==> src/rtl/soc_pkg.sv <==
// Shared types and constants for the SoC RAM path: bus widths, arbiter
// state encoding and the data word returned on an arbiter timeout.
package soc_pkg;

  localparam int unsigned SOC_ADDRL = 12;

  typedef logic [31:0] soc_data_t;
  typedef logic [3:0]  soc_we_t;

  typedef enum logic [1:0] {
    IDLE,
    GNT0,
    GNT1
  } arb_state_t;

  localparam soc_data_t ARB_ERR_RDAT = 32'hDEAD_BEEF;

endpackage

==> src/rtl/soc_if.sv <==
// Valid/ready memory bus: the master holds vld/addr/we/wdat until rdy,
// and rdat is valid in the rdy cycle of a read.
interface soc_if
  import soc_pkg::*;
(
  input logic clk,
  input logic arst_n
);

  logic                 vld;
  logic                 rdy;
  logic [SOC_ADDRL-1:0] addr;
  soc_we_t              we;
  soc_data_t            wdat;
  soc_data_t            rdat;

  modport MST (output vld, addr, we, wdat, input rdy, rdat);
  modport SLV (input vld, addr, we, wdat, output rdy, rdat);

  a_ctrl_known: assert property (@(posedge clk) disable iff (!arst_n)
    !$isunknown({vld, rdy, we}));

endinterface

==> src/rtl/soc_ram_arb.sv <==
// Two-requester arbiter in front of a single soc_ram: one access in flight,
// round-robin or fixed priority, with a watchdog on the downstream rdy.
module soc_ram_arb
  import soc_pkg::*;
#(
  parameter int unsigned TIMEOUT_CYC = 255,
  parameter bit          FIXED_PRIO  = 1'b0
) (
  input  logic clk,
  input  logic srst,
  soc_if.SLV   s0,
  soc_if.SLV   s1,
  soc_if.MST   m,
  input  logic err_clr,
  output logic err
);

  localparam int unsigned     CW     = $clog2(TIMEOUT_CYC + 1);
  localparam logic [CW-1:0]   TO_MAX = CW'(TIMEOUT_CYC);

  arb_state_t    state;
  logic          last_s1;
  logic [CW-1:0] wd_cnt;

  logic sel0;
  logic sel1;
  logic busy;
  logic tmo;
  logic done;

  // m.rdy outranks the watchdog when both land in the same cycle
  always_comb begin
    sel0 = (state == GNT0);
    sel1 = (state == GNT1);
    busy = sel0 | sel1;
    tmo  = busy && !m.rdy && (wd_cnt == TO_MAX);
    done = busy && (m.rdy || tmo);
  end

  // Idle keeps we at zero: the RAM acknowledges any nonzero we even without vld
  always_comb begin
    m.vld  = busy;
    m.addr = '0;
    m.we   = '0;
    m.wdat = '0;
    if (sel0) begin
      m.addr = s0.addr;
      m.we   = s0.we;
      m.wdat = s0.wdat;
    end else if (sel1) begin
      m.addr = s1.addr;
      m.we   = s1.we;
      m.wdat = s1.wdat;
    end
  end

  always_comb begin
    s0.rdy  = sel0 && (m.rdy || tmo);
    s1.rdy  = sel1 && (m.rdy || tmo);
    s0.rdat = '0;
    s1.rdat = '0;
    if (sel0) s0.rdat = tmo ? ARB_ERR_RDAT : m.rdat;
    if (sel1) s1.rdat = tmo ? ARB_ERR_RDAT : m.rdat;
  end

  always_ff @(posedge clk) begin
    if (srst) begin
      state   <= IDLE;
      last_s1 <= 1'b1;
      wd_cnt  <= '0;
      err     <= 1'b0;
    end else begin
      if (tmo) begin
        err <= 1'b1;
      end else if (err_clr) begin
        err <= 1'b0;
      end

      case (state)
        IDLE: begin
          wd_cnt <= '0;
          if (s0.vld && (!s1.vld || FIXED_PRIO || last_s1)) begin
            state   <= GNT0;
            last_s1 <= 1'b0;
          end else if (s1.vld) begin
            state   <= GNT1;
            last_s1 <= 1'b1;
          end
        end
        GNT0, GNT1: begin
          if (done) begin
            state <= IDLE;
          end else begin
            wd_cnt <= wd_cnt + 1'b1;
          end
        end
        default: state <= IDLE;
      endcase
    end
  end

endmodule

==> src/flat_wrapper.sv <==
// flat-port wrapper written by rule: the top's interface ports become plain ports
module soc_ram_arb_flat import soc_pkg::*;
#(
  parameter int unsigned TIMEOUT_CYC = 255,
  parameter bit          FIXED_PRIO  = 1'b0
)
  (clk, srst, err_clr, err, arst_n, s0_vld, s0_addr, s0_we, s0_wdat, s0_rdy, s0_rdat, s1_vld, s1_addr, s1_we, s1_wdat, s1_rdy, s1_rdat, m_vld, m_addr, m_we, m_wdat, m_rdy, m_rdat);
  soc_if s0_i (.clk(clk), .arst_n(arst_n));
  soc_if s1_i (.clk(clk), .arst_n(arst_n));
  soc_if m_i (.clk(clk), .arst_n(arst_n));
  input  logic clk;
  input  logic srst;
  input  logic err_clr;
  output logic err;
  input wire logic arst_n;
  input wire logic [$bits(s0_i.vld)-1:0] s0_vld;
  input wire logic [$bits(s0_i.addr)-1:0] s0_addr;
  input wire logic [$bits(s0_i.we)-1:0] s0_we;
  input wire logic [$bits(s0_i.wdat)-1:0] s0_wdat;
  output wire logic [$bits(s0_i.rdy)-1:0] s0_rdy;
  output wire logic [$bits(s0_i.rdat)-1:0] s0_rdat;
  input wire logic [$bits(s1_i.vld)-1:0] s1_vld;
  input wire logic [$bits(s1_i.addr)-1:0] s1_addr;
  input wire logic [$bits(s1_i.we)-1:0] s1_we;
  input wire logic [$bits(s1_i.wdat)-1:0] s1_wdat;
  output wire logic [$bits(s1_i.rdy)-1:0] s1_rdy;
  output wire logic [$bits(s1_i.rdat)-1:0] s1_rdat;
  output wire logic [$bits(m_i.vld)-1:0] m_vld;
  output wire logic [$bits(m_i.addr)-1:0] m_addr;
  output wire logic [$bits(m_i.we)-1:0] m_we;
  output wire logic [$bits(m_i.wdat)-1:0] m_wdat;
  input wire logic [$bits(m_i.rdy)-1:0] m_rdy;
  input wire logic [$bits(m_i.rdat)-1:0] m_rdat;
  assign s0_i.vld = s0_vld;
  assign s0_i.addr = s0_addr;
  assign s0_i.we = s0_we;
  assign s0_i.wdat = s0_wdat;
  assign s0_rdy = s0_i.rdy;
  assign s0_rdat = s0_i.rdat;
  assign s1_i.vld = s1_vld;
  assign s1_i.addr = s1_addr;
  assign s1_i.we = s1_we;
  assign s1_i.wdat = s1_wdat;
  assign s1_rdy = s1_i.rdy;
  assign s1_rdat = s1_i.rdat;
  assign m_vld = m_i.vld;
  assign m_addr = m_i.addr;
  assign m_we = m_i.we;
  assign m_wdat = m_i.wdat;
  assign m_i.rdy = m_rdy;
  assign m_i.rdat = m_rdat;
  soc_ram_arb #(.TIMEOUT_CYC(TIMEOUT_CYC), .FIXED_PRIO(FIXED_PRIO)) u_core (.clk(clk), .srst(srst), .s0(s0_i), .s1(s1_i), .m(m_i), .err_clr(err_clr), .err(err));
endmodule
==> config.mk <==
export PLATFORM = sky130hd
export DESIGN_NAME = soc_ram_arb_flat
export DESIGN_NICKNAME = d
export VERILOG_FILES = /design/src/rtl/soc_pkg.sv /design/src/rtl/soc_if.sv /design/src/rtl/soc_ram_arb.sv /design/src/flat_wrapper.sv
export SDC_FILE = /design/constraint.sdc
export NUM_CORES = 1
export LEC_CHECK = 0
export BUFFER_PORTS_ARGS = -buffer_cell sky130_fd_sc_hd__clkbuf_2
export CAP_MARGIN = 20
export CORE_AREA = 2 2 97 99
export CTS_CLUSTER_DIAMETER = 80
export DETAILED_ROUTE_END_ITERATION = 12
export DIE_AREA = 0 0 99 101
export PLACE_DENSITY = 0.62
export SYNTH_ARGS = -nofsm -noshare
export SYNTH_HDL_FRONTEND = slang
export SYNTH_SLANG_ARGS = --single-unit
==> constraint.sdc <==
create_clock -name clk -period 1.8 [get_ports clk]
set_input_delay 0.36 -clock clk [delete_from_list [all_inputs] [get_ports clk]]
set_output_delay 0.36 -clock clk [all_outputs]
set_load 0.05 [all_outputs]
* Word level (Yosys, flattened, before mapping)
Index checks and enable logic that the tools add are counted.
Cells by class: add/sub/neg operators 1, multipliers 0, div/mod/pow operators 0, order comparisons 0, equal/unequal tests 6, shift-type cells 0, multiplexer cells 19, bitwise gates (word level) 1, reduce and logical (&&, ||, !) cells 18
Operators with widths (number):
- 2-to-1 mux 32 bit | 5
- 2-to-1 mux 12 bit | 2
- one-hot mux 8 bit (2 select lines) | 1
- adder 8 x 1 -> 8 bit (second input constant) | 1
- equality test 8 bit (second input constant) | 1
- 2-to-1 mux 4 bit | 2
- 2-to-1 mux 8 bit | 1
- logical AND 1 bit | 6
- 2-to-1 mux 2 bit | 3
- AND reduction 2 bit | 3
- nonzero test 2 bit | 3
- 2-to-1 mux 1 bit | 4
- one-hot mux 2 bit (2 select lines) | 1
- inequality test 3 x 2 -> 1 bit (second input constant) | 1
- equality test 2 x 1 -> 1 bit (second input constant) | 1
- equality test 2 bit (second input constant) | 1
- zero test 1 bit | 2
- zero test 2 bit | 1
- logical OR 1 bit | 2
- inequality test 2 x 1 -> 1 bit (second input constant) | 1
- inequality test 2 bit (second input constant) | 1
- OR reduction 2 bit | 1
- OR 1 bit | 1
Storage, ports and cells: register bits after elaboration 12, bits in latches 0, memory bits (writable) 0, bits in read-only memories 0, input bits 135, output and inout bits 116, logic and storage cells 49, memories kept 0

* Logic depth before layout (Yosys ltp)
Gate-level depths: netlist (run 1).
depth in word-level cells 8, gate-level depth with buffers 7

* Least setup slack after synthesis (run 1)
No wires, ideal clock.
path kind reg2out, from register u_core.state[1], to output port s0_rdat[29], arrival 2107 ps, path slack -667 ps, cell stages (with the launch flop) 8, path buffers 2, path through dfxtp_1 > inv_1 > ha_1 > nand2b_1 > or3_1 > clkbuf_1 > buf_2 > and3_1
On the way: cells in the longest elaborated chain, start to end 6, elaborated cells on any way between the ends 7
RTL lines:
- from (decl) | line soc_ram_arb.sv:21 | arb_state_t state;
- from (signal assigned) | line soc_ram_arb.sv:68 | state <= IDLE;
- from (signal assigned) | line soc_ram_arb.sv:83 | state <= GNT0;
- from (signal assigned) | line soc_ram_arb.sv:86 | state <= GNT1;
- equality test 2 x 1 -> 1 bit / equality test 2 bit (equally long branches) | line soc_ram_arb.sv:33, soc_ram_arb.sv:34
- OR 1 bit * | line soc_ram_arb.sv:35 | busy = sel0 | sel1;
- via m_vld | line flat_wrapper.sv:28 | output wire logic [$bits(m_i.vld)-1:0] m_vld;
- logical AND 1 bit * (2 in a row) | line soc_ram_arb.sv:36 | tmo = busy && !m.rdy && (wd_cnt == TO_MAX);
- 2-to-1 mux 32 bit * (2 in a row) | line soc_ram_arb.sv:62 | if (sel0) s0.rdat = tmo ? ARB_ERR_RDAT : m.rdat;
- to (decl) | line flat_wrapper.sv:21 | output wire logic [$bits(s0_i.rdat)-1:0] s0_rdat;
The timed path passes the listed nets; every way through them passes the cells marked *.

* Worst setup path in the final report (run 1)
from register u_core.state[0], to output port s1_rdat[17]
On the way: cells in the longest elaborated chain, start to end 6, elaborated cells on any way between the ends 7
RTL lines:
- equality test 2 x 1 -> 1 bit / equality test 2 bit (equally long branches) | line soc_ram_arb.sv:33, soc_ram_arb.sv:34
- OR 1 bit | line soc_ram_arb.sv:35
- logical AND 1 bit (2 in a row) | line soc_ram_arb.sv:36
- 2-to-1 mux 32 bit | line soc_ram_arb.sv:63 | if (sel1) s1.rdat = tmo ? ARB_ERR_RDAT : m.rdat;
- 2-to-1 mux 32 bit * | line soc_ram_arb.sv:63
- to (decl) | line flat_wrapper.sv:27 | output wire logic [$bits(s1_i.rdat)-1:0] s1_rdat;
Every way passes the cells marked *; elsewhere a longest branch is shown, timed or not.

==> results of run 1 <==
==> what timing repair did <==
item,4_1_cts,5_1_grt
gates resized for setup,208,107
endpoints found under the setup margin,114,115
pin swaps,10,7
setup buffers,5,4
cloned,8,5
==> cells by family (layout without fill, tap and decap cells) <==
logic type / Yosys count / in the layout
AOI/OAI and AO/OA: 116 / 116
and+or+nand+nor: 49 / 49
buffers and inverters: 28 / 306
DFF: 12 / 12
adders and majority gates: 4 / 4
xor gates and xnor gates: 4 / 4
other: 0 / 2
==> flip-flops by register name, indices dropped and copies added (netlist names) <==
register	cells
u_core.err	1
u_core.wd_cnt	8
u_core.last_s1	1
u_core.state	2
==> critical path: cells and delay by family (launching register included) <==
family        cells  cell delay (ps)
fa+ha+maj         1              270
flops             1              330
buf+inv           3              340
simple gates      3              600
==> where the power goes <==
part           switching (mW)  total, mW  internal, mW
sequential            0.00737      0.285         0.278
combinational            1.48       2.84          1.35
clock                   0.109      0.303         0.194
==> layer usage <==
| layer | wire, µm | up-vias | part of all wire [%] | global-route usage (%) |
|---|---|---|---|---|
| li1 | - | 1393 | - | - |
| met1 | 4700 | 1446 | 34 | 24.8 |
| met2 | 7480 | 186 | 55 | 42.0 |
| met3 | 1190 | 25 | 8.7 | 7.49 |
| met4 | 306 | 2 | 2.2 | 5.58 |
| met5 | 13 | - | 0.095 | 0 |
==> synthesized netlist by cell type, types with 3 or more instances <==
library cell  number
o21a_1            51
a22o_1            48
and3_1            17
clkbuf_1          15
dfxtp_1           12
a21oi_1            8
buf_2              8
nand2b_1           6
ha_1               4
nand3_1            4
nor2_1             4
inv_1              3
nand2_1            3
o21ai_0            3
or3_1              3
xor2_1             3
==> worst min path at each step <==
stage                     slack, ps               to  depth (start not counted)
after floorplan                 470  u_core.state[0]                          2
after global routing            380       u_core.err                          3
final                           370       u_core.err                          3
after detailed placement        470       u_core.err                          2
after CTS                       380       u_core.err                          3
after global placement          460       u_core.err                          2
==> area by class of cell <==
cell class,count,area share [%]
Sequential cell,12,4.02
Antenna cell,2,0.0820
Clock buffer,4,0.902
Timing Repair Buffer,299,56.8
Multi-Input combinational cell,173,35.7
Tap cell,111,2.27
Inverter,3,0.184
==> stage by stage <==
stage               instances  hold WS (ps)  power (mW)
finish                    604           373        3.43
global route              602           382        3.53
CTS                       595           376        3.19
detailed placement        578           468        2.45
global placement          578           458        2.43
floorplan                 213           467        1.70
==> summary.md, run 1 <==
| Metric | Value |
|---|---|
| Worst setup EP type | `primary output` |
| Die height | `101 µm` |
| Hold Buf Count CTS | `0` |
| CTS root buf | `clkbuf_8` |
| Area contributors post-synth | `a22o_1, o21a_1, dfxtp_1, and3_1, clkbuf_1` |
| Crit path DAT | `1810 ps` |
| Largest fanout on the critical path | `8` |
| First-pass DRT Iterations | `4` |
| Synth Net Count | `352` |
| Reg-to-reg critical path startpoint | `u_core.wd_cnt[0]` |
| Remaining antenna violation count after routing | `0` |
| Final Core Density | `68.0%` |
| Failing checks | `negative setup slack` |
| Top-area cell type share of the netlist area | `25.6%` |
| Gr usage total | `22.7%` |
| Crit path cell chain | `inv_2 -> ha_4 -> nand2b_4 -> or3_4 -> buf_6 -> and3_4 -> buf_12` |
| Setup Viol. Count Final | `114` |
| Asr flop ratio synth | `0%` |
| Max Slew Vio Count | `0` |
| Full die area | `approximately 10000 µm²` |
| Critical Path Start | `u_core.state[0]` |
| Rows | `35` |
| Multiplexer share of the synthesized area | `0%` |
| Mean Syn Cell Area | `about 7.7 µm²` |
| First DRT Iteration DRCs | `35` |
| Num ports | `251` |
| Sink Count | `12` |
| DPL Wire Length | `7930 µm` |
| Clock latency on the worst-skew pair | `250 ps` |
| EDFF count, synth | `0` |
| Min-Delay Path Class | `primary input to flop` |
| Post-route cell area | `6110 µm²` |
| Final Net Count | `631` |
| Max VDD drop | `0.000294 V` |
| Worst min-delay path startpoint | `err_clr` |
| Fill cells | `597` |
| Part of the cycle the worst path needs | `121%` |
| Lkg Pwr | `about 2.8 nW` |
| Status | `finished, violations left` |
| Flop-to-flop setup slack | `100 ps` |
| RSZ-0062 raised after global routing | `true` |
| Synth Warn # | `0` |
| CTS tree | `done` |
| Most frequent cells in the layout | `clkbuf_2, o21a_4, buf_8, buf_12, a22o_4` |
| Vias in the first global route | `3160` |
| Grt ovf | `0` |
| Netlist cell types | `33` |
| Register area | `between 200 and 250 µm²` |
| Fin. Hold Viols | `0` |
| CP max-delay cell | `or3_4` |
| Initial Util | `18.3%` |
| Measured slew at the worst slew-check pin | `550 ps` |
| Kind of start point of the critical path | `flop` |
| Setup TNS | `-33150 ps` |
| Worst path max stage delay | `370 ps` |
| Routed vias | `3052` |
| Compound-Gate Fraction of Synth Area | `54.9%` |
| Post-synthesis simple-gate area fraction | `between 10% and 20%` |
| Routed vias/inst | `between 5 and 6` |
| Area Overhead vs Synth | `272%` |
| Max-cap viol count | `0` |
| CORE AREA | `~9000 µm²` |
| Initial antenna violation count | `3` |
| Slew headroom | `63.3%` |
| Crit Path Category | `flop to primary output` |
| Placed cell areas | `4290 µm²` |
| Mapped Area | `around 1600 µm²` |
| F_max | `between 0.4 and 0.5 GHz` |
| CP Capture Point | `s1_rdat[17]` |
| Most used DFF post-synth | `dfxtp_1` |
| Clock skew | `2.81 ps` |
| Post-synthesis adder-cell area fraction | `3.05%` |
| Post-Synth XOR/XNOR Area | `2.14%` |
| Clock buffer depth | `2` |
| Dpl ws | `-272 ps` |
| Final worst-path setup slack | `-372 ps` |
| # DRC | `0` |
| GP Congestion | `0.798` |
| Clk slew on worst S/H paths | `60 ps` |
| P per Cell Area | `561 nW/µm²` |
| #FFs+latches synth | `12` |
| First-pass GRT wire length | `17700 µm` |
| Largest family of logic cells by synthesized area | `compound AO/OA/AOI/OAI gates` |
| Yosys top cell by area | `a22o_1` |
| Num CTS Buffers | `3` |
| Multi-input logic area | `2180 µm²` |
| Routed wire length | `13700 µm` |
| Critical Path RT | `1440 ps` |
| Wirelength per Cell | `22.7 µm` |
| FF-to-FF End | `u_core.wd_cnt[6]` |
| Tmin final | `2170 ps` |
| Worst reg-to-reg path cell count | `6` |
| Layout cells sized above 1 | `88.8%` |
| Post-synthesis instance total | `213` |
| Most common cell after layout, fill and taps aside | `clkbuf_2` |
| Sequential-to-total area share from yosys stat | `14.6%` |
| Die width | `99 µm` |
| Largest net degree at the start of global routing | `48` |
| H-tree levels | `1` |
| PortBufs | `249` |
Power figures use the tool's default switching activity.
==> run 2, diff against run 1 <==
--- a/config.mk
+++ b/config.mk
@@ -7,5 +7,5 @@
 export LEC_CHECK = 0
 export BUFFER_PORTS_ARGS = -buffer_cell sky130_fd_sc_hd__clkbuf_2
-export CAP_MARGIN = 20
+export CAP_MARGIN = 25
 export CORE_AREA = 2 2 97 99
 export CTS_CLUSTER_DIAMETER = 80
==> constraint.sdc (replaced) <==
create_clock -name clk -period 1.8 [get_ports clk]
set_input_delay 0.36 -clock clk [delete_from_list [all_inputs] [get_ports clk]]
set_output_delay 0.36 -clock clk [all_outputs]
set_load 0.01 [all_outputs]
==> run 2 against run 1 <==
The flow still finishes with violations (negative setup slack). Routed wire length is 22% lower. Critical endpoint is now s0_rdat[22]. Sequential share of layout area is 2.4 points higher. Largest power group unchanged. Via count is 5.7% lower. Critical path depth stayed put. Flip-flop and latch count stayed put.
==> summary.md, run 2 (synthesis gave the netlist of run 1 again) <==
| Metric | Value |
|---|---|
| Gr usage total | `18.6% (-4.1 points)` |
| Full die area | `10000 µm² (unchanged)` |
| Sink Count | `12 (unchanged)` |
| Area Overhead vs Synth | `134%` |
| Tmin final | `2170 ps (-3.54 ps)` |
| Worst path max stage delay | `360 ps (about the same)` |
| Clock skew | `2.78 ps (-0.0342 ps)` |
| Routed vias | `2877 (-5.7%)` |
| Crit path DAT | `1810 ps (about the same)` |
| Routed wire length | `10600 µm (-22%)` |
| H-tree levels | `1 (unchanged)` |
| DPL Wire Length | `7600 µm (-4.2%)` |
| Clock buffer depth | `2 (unchanged)` |
| Initial antenna violation count | `2 (-1)` |
| Lkg Pwr | `2.11 nW (-25%)` |
| Worst setup EP type | `primary output` |
| P per Cell Area | `462 nW/µm² (-18%)` |
| Min-Delay Path Class | `primary input to flop` |
| Dpl ws | `-131 ps (+140 ps)` |
| Critical Path RT | `1440 ps (about the same)` |
| Clk slew on worst S/H paths | `60 ps (about the same)` |
| CP max-delay cell | `or3_1` |
| Max-cap viol count | `0 (unchanged)` |
| Wirelength per Cell | `17.8 µm (-22%)` |
| Status | `finished, violations left` |
| Largest net degree at the start of global routing | `42 (-13%)` |
| Max VDD drop | `0.000238 V (-19%)` |
| Die height | `101 µm (unchanged)` |
| Max reg flops | `8 (unchanged)` |
| Failing checks | `negative setup slack` |
| # DRC | `0 (unchanged)` |
| Number of placed cells counting well taps | `571 (-1.2%)` |
| Worst min-delay path startpoint | `err_clr` |
| Kind of start point of the critical path | `flop` |
| Critical Path Start | `u_core.state[0]` |
| Crit Path Category | `flop to primary output` |
| First-pass GRT wire length | `14500 µm (-18%)` |
| Post-Layout Cell Count | `599 (-0.83%)` |
| Grt ovf | `0 (unchanged)` |
| Vias in the first global route | `2606 (-18%)` |
| Remaining antenna violation count after routing | `0 (unchanged)` |
| Post-route cell area | `3840 µm² (-37%)` |
| Largest fanout on the critical path | `17 (+9)` |
| CORE AREA | `8980 µm² (unchanged)` |
| Hold Buf Count CTS | `0 (unchanged)` |
| Part of the cycle the worst path needs | `120% (-0.20 points)` |
| Placed cell areas | `3210 µm² (-25%)` |
| First-pass DRT Iterations | `4 (unchanged)` |
| Largest register by flop count | `u_core.wd_cnt` |
| CTS root buf | `clkbuf_8` |
| Crit path cell chain | `inv_2 -> ha_4 -> nand2b_4 -> or3_1 -> buf_6 -> and3_1 -> clkbuf_2` |
| RSZ-0062 raised after global routing | `true` |
| Final Net Count | `627 (-0.63%)` |
| Delay-heaviest family, CP | `simple AND/OR/NAND/NOR gates` |
| Measured slew at the worst slew-check pin | `353 ps (-197 ps)` |
| Most frequent cells in the layout | `clkbuf_2, o21a_1, a22o_1, buf_2, buf_4` |
| First DRT Iteration DRCs | `87 (+150%)` |
| Num ports | `251 (unchanged)` |
| Routed vias/inst | `4.80 (-4.9%)` |
| CTS tree | `done` |
| Initial Util | `18.3% (unchanged)` |
| Rows | `35 (unchanged)` |
| Clock latency on the worst-skew pair | `240 ps (about the same)` |
| Top flop regs | `u_core.wd_cnt x8, u_core.state x2` |
| Slew headroom | `76.5% (+13 points)` |
| GP Congestion | `0.851 (+6.7%)` |
| Fin. Hold Viols | `0 (unchanged)` |
| F_max | `0.461 GHz (+0.16%)` |
| Most common cell after layout, fill and taps aside | `clkbuf_2` |
| Crit path buf inv count | `3 (unchanged)` |
| Layout cells sized above 1 | `66.5% (-22 points)` |
| Max Slew Vio Count | `0 (unchanged)` |
| Fill cells | `910 (+52%)` |
| PortBufs | `249 (unchanged)` |
| Num CTS Buffers | `3 (unchanged)` |
| Reg-to-reg critical path startpoint | `u_core.state[0]` |
| Die width | `99 µm (unchanged)` |
| Final worst-path setup slack | `-369 ps (+3.54 ps)` |
| Setup Viol. Count Final | `114 (unchanged)` |
## run 2: cell count changes in the layout (fill, tap and decap cells not counted), moves of 38 or more
cell | previous run | this run
buf_8 | 46 | 0
a22o_1 | 0 | 48
o21a_1 | 1 | 51
o21a_4 | 50 | 0
buf_2 | 0 | 45
clkbuf_2 | 135 | 202
a22o_4 | 38 | 0
## run 2: repair_timing
item	CTS	global route
gates resized for setup	24	49
setup endpoints to repair	114	114
hold endpoints to repair	0	0
pin swaps	3	11
gates cloned	12	3
setup buffers	9	2
## run 2: area by class of cell
class	count	area (µm²)	share of cell area, %
Clock buffer	4	55.1	1.43
Inverter	3	11.3	0.293
Tap cell	111	139	3.61
Multi-Input combinational cell	173	1410	36.8
Sequential cell	12	245	6.38
Antenna cell	1	2.50	0.0651
Timing Repair Buffer	295	1980	51.4
## run 2: path summary, 6_finish.rpt
| path | to | cells past startpoint | slack [ps] |
|---|---|---|---|
| setup / recovery | s0_rdat[22] | 7 | -370 |
| hold / removal | u_core.err | 3 | 380 |
| setup reg to reg | u_core.wd_cnt[6] | 6 | 170 |
| hold reg to reg | u_core.err | 2 | 470 |
## run 2: routing by layer
layer  global-route usage (%)  vias up  routed length (µm)
met4                     3.69        0                 189
met1                     22.8     1334                4280
li1                         -     1381                   -
met3                     2.91       10                 674
met5                        0        -                   0
met2                     34.2      152                5510
## run 2: worst register-to-register path, cell delays in order, from the launching register on
cell      delay [ps]
dfxtp_2          330
inv_2             50
ha_4             270
nand2b_4          60
or3b_1           390
or3_1            310
a21oi_1          140
## run 2: where the power goes
part	switching (mW)	internal (mW)	total, mW
combinational	0.567	0.624	1.19
sequential	0.00802	0.278	0.286
clock	0.106	0.194	0.300
## run 2: metrics by stage
| step | utilization, % | power, mW | setup TNS, ps | hold WS, ps |
|---|---|---|---|---|
| floorplan | - | 0.814 | -372 | 467 |
| global placement | 35.8 | 1.29 | -3880 | 458 |
| detailed placement | 35.8 | 1.31 | -5110 | 468 |
| CTS | 42.3 | 1.78 | -37460 | 374 |
| global route | 42.8 | 1.89 | -43810 | 381 |
| finish | 42.8 | 1.78 | -35540 | 375 |
==> run 3, diff against run 2 <==
Settings changed: PLACE_DENSITY 0.62 to 0.55.
==> run 3 against run 2 <==
The run still ends with negative setup slack left. Hold slack gained 8.3 ps. Non-clock buffer count grew 1. Power shrank 0.72%. Critical path depth is the same. Cell area grew 0.72%. Critical path type unchanged.
==> summary.md, run 3 (synthesis gave the netlist of run 1 again) <==
| Metric | Value |
|---|---|
| First-pass DRT Iterations | `4 (unchanged)` |
| Area Overhead vs Synth | `136%` |
| Rows | `35 (unchanged)` |
| Setup TNS | `-31220 ps (+4310 ps)` |
| # DRC | `0 (unchanged)` |
| Clk slew on worst S/H paths | `50 ps (about the same)` |
| Full die area | `10000 µm² (unchanged)` |
| Remaining antenna violation count after routing | `0 (unchanged)` |
| First DRT Iteration DRCs | `56 (-36%)` |
| Fill cells | `920 (+1.1%)` |
| Min-Delay Path Class | `primary input to flop` |
| Hold WS | `384 ps (+8.26 ps)` |
| Clock latency on the worst-skew pair | `240 ps (about the same)` |
| Sink Count | `12 (unchanged)` |
| Flop-to-flop setup slack | `130 ps (-40 ps)` |
| Crit path DAT | `1800 ps (about the same)` |
| Critical Path RT | `1440 ps (about the same)` |
| Most common cell after layout, fill and taps aside | `clkbuf_2` |
| Max reg flops | `8 (unchanged)` |
| PortBufs | `249 (unchanged)` |
| Max VDD drop | `0.000143 V (-40%)` |
| Most frequent cells in the layout | `clkbuf_2, buf_2, o21a_1, a22o_1, buf_4` |
| Kind of start point of the critical path | `flop` |
| Grt ovf | `0 (unchanged)` |
| CORE AREA | `8980 µm² (unchanged)` |
| Crit Path Category | `flop to primary output` |
| Worst path max stage delay | `360 ps (about the same)` |
| Routed wire length | `9990 µm (-6.2%)` |
| Worst setup EP type | `primary output` |
| Top flop regs | `u_core.wd_cnt x8, u_core.state x2` |
| Fin. Hold Viols | `0 (unchanged)` |
| First-pass GRT wire length | `14400 µm (about the same)` |
| Post-Layout Cell Count | `600 (+0.17%)` |
| Max-cap viol count | `0 (unchanged)` |
| Initial Util | `18.3% (unchanged)` |
| P per Cell Area | `456 nW/µm² (-1.4%)` |
| Clock skew | `0.999 ps (-1.78 ps)` |
| Wirelength per Cell | `16.7 µm (-6.3%)` |
| Final worst-path setup slack | `-356 ps (+12.4 ps)` |
| Max Slew Vio Count | `0 (unchanged)` |
| Crit path cell chain | `inv_2 -> ha_4 -> nand2b_4 -> or3_1 -> buf_6 -> and3_1 -> clkbuf_2` |
| Setup Viol. Count Final | `114 (unchanged)` |
| Hold Buf Count CTS | `0 (unchanged)` |
| Status | `finished, violations left` |
| Part of the cycle the worst path needs | `120% (-0.69 points)` |
| Layout cells sized above 1 | `66.5% (unchanged)` |
| CP max-delay cell | `or3_1` |
| Crit path buf inv count | `3 (unchanged)` |
| Total power | `1.76 mW (-0.72%)` |
| Slew headroom | `76.6% (+0.15 points)` |
| Delay-heaviest family, CP | `simple AND/OR/NAND/NOR gates` |
| Final Core Density | `43.1% (+0.31 points)` |
| Tmin final | `2160 ps (-12.4 ps)` |
| Gr usage total | `18.2% (-0.33 points)` |
| Clock buffer depth | `2 (unchanged)` |
| F_max | `0.464 GHz (+0.58%)` |
| Routed vias | `2831 (-1.6%)` |
| CTS tree | `done` |
| Number of placed cells counting well taps | `571 (unchanged)` |
| Measured slew at the worst slew-check pin | `350 ps (-2.28 ps)` |
| Largest register by flop count | `u_core.wd_cnt` |
| Routed vias/inst | `4.72 (-1.8%)` |
| H-tree levels | `1 (unchanged)` |
| RSZ-0062 raised after global routing | `true` |
| Final Net Count | `628 (+0.16%)` |
| Num ports | `251 (unchanged)` |
| GP Congestion | `0.757 (-11%)` |
| DPL Wire Length | `7480 µm (-1.5%)` |
| Lkg Pwr | `2.15 nW (+1.6%)` |
| Die width | `99 µm (unchanged)` |
| Vias in the first global route | `2712 (+4.1%)` |
| Initial antenna violation count | `3 (+1)` |
| Largest net degree at the start of global routing | `34 (-19%)` |
| CTS root buf | `clkbuf_8` |
| Failing checks | `negative setup slack` |
| Largest fanout on the critical path | `17 (unchanged)` |
| Die height | `101 µm (unchanged)` |
| Num CTS Buffers | `3 (unchanged)` |
## run 3: cell types whose count changed in the layout (fill, tap and decap cells not counted), moves of 2 or more
| cell | previous run | this run |
|---|---|---|
| clkbuf_2 | 202 | 154 |
| buf_2 | 45 | 90 |
| buf_6 | 6 | 11 |
| buf_12 | 8 | 11 |
| buf_4 | 21 | 18 |
| clkbuf_16 | 3 | 1 |
## run 3: repair_timing
item | in CTS | in global routing
setup endpoints to repair | 114 | 114
buffers inserted | 11 | 4
pin swaps | 7 | 9
resized for setup | 31 | 106
cloned | 13 | 1
## run 3: final timing paths
path | startpoint | endpoint | cells after the start
setup / recovery | u_core.state[0] | s0_rdat[8] | 7
hold / removal | err_clr | u_core.err | 3
setup reg to reg | u_core.state[0] | u_core.wd_cnt[7] | 7
hold reg to reg | u_core.err | u_core.err | 2
## run 3: tightest hold or removal path, delay by kind of cell
kind,cells,cell delay (ps)
simple gates,1,90
compound gates,1,60
buf+inv,1,70
## run 3: area by class of cell
| class | count | area [µm²] | area share [%] |
|---|---|---|---|
| Timing Repair Buffer | 296 | 2020 | 52.1 |
| Antenna cell | 2 | 5.00 | 0.129 |
| Tap cell | 111 | 139 | 3.59 |
| Multi-Input combinational cell | 173 | 1410 | 36.5 |
| Clock buffer | 3 | 41.3 | 1.07 |
| Inverter | 3 | 11.3 | 0.291 |
| Sequential cell | 12 | 245 | 6.33 |
## run 3: per-stage QoR
step / setup WS [ps] / cell area [µm²]
global placement: -101 / 3210
detailed placement: -113 / 3210
CTS: -359 / 3860
floorplan: -43.5 / 1720
finish: -356 / 3870
global route: -429 / 3870
## run 3: power by group
part | switching [mW] | internal, mW
clock | 0.101 | 0.148
combinational | 0.562 | 0.667
sequential | 0.00738 | 0.278
## run 3: metal layers
| layer | global-route usage, % | part of all wire (%) | up-vias |
|---|---|---|---|
| met5 | 0 | 0.080 | - |
| met4 | 3.37 | 0.68 | 2 |
| met3 | 4.16 | 7.8 | 10 |
| met2 | 31.5 | 50 | 136 |
| met1 | 23.4 | 41 | 1293 |
| li1 | - | - | 1390 |
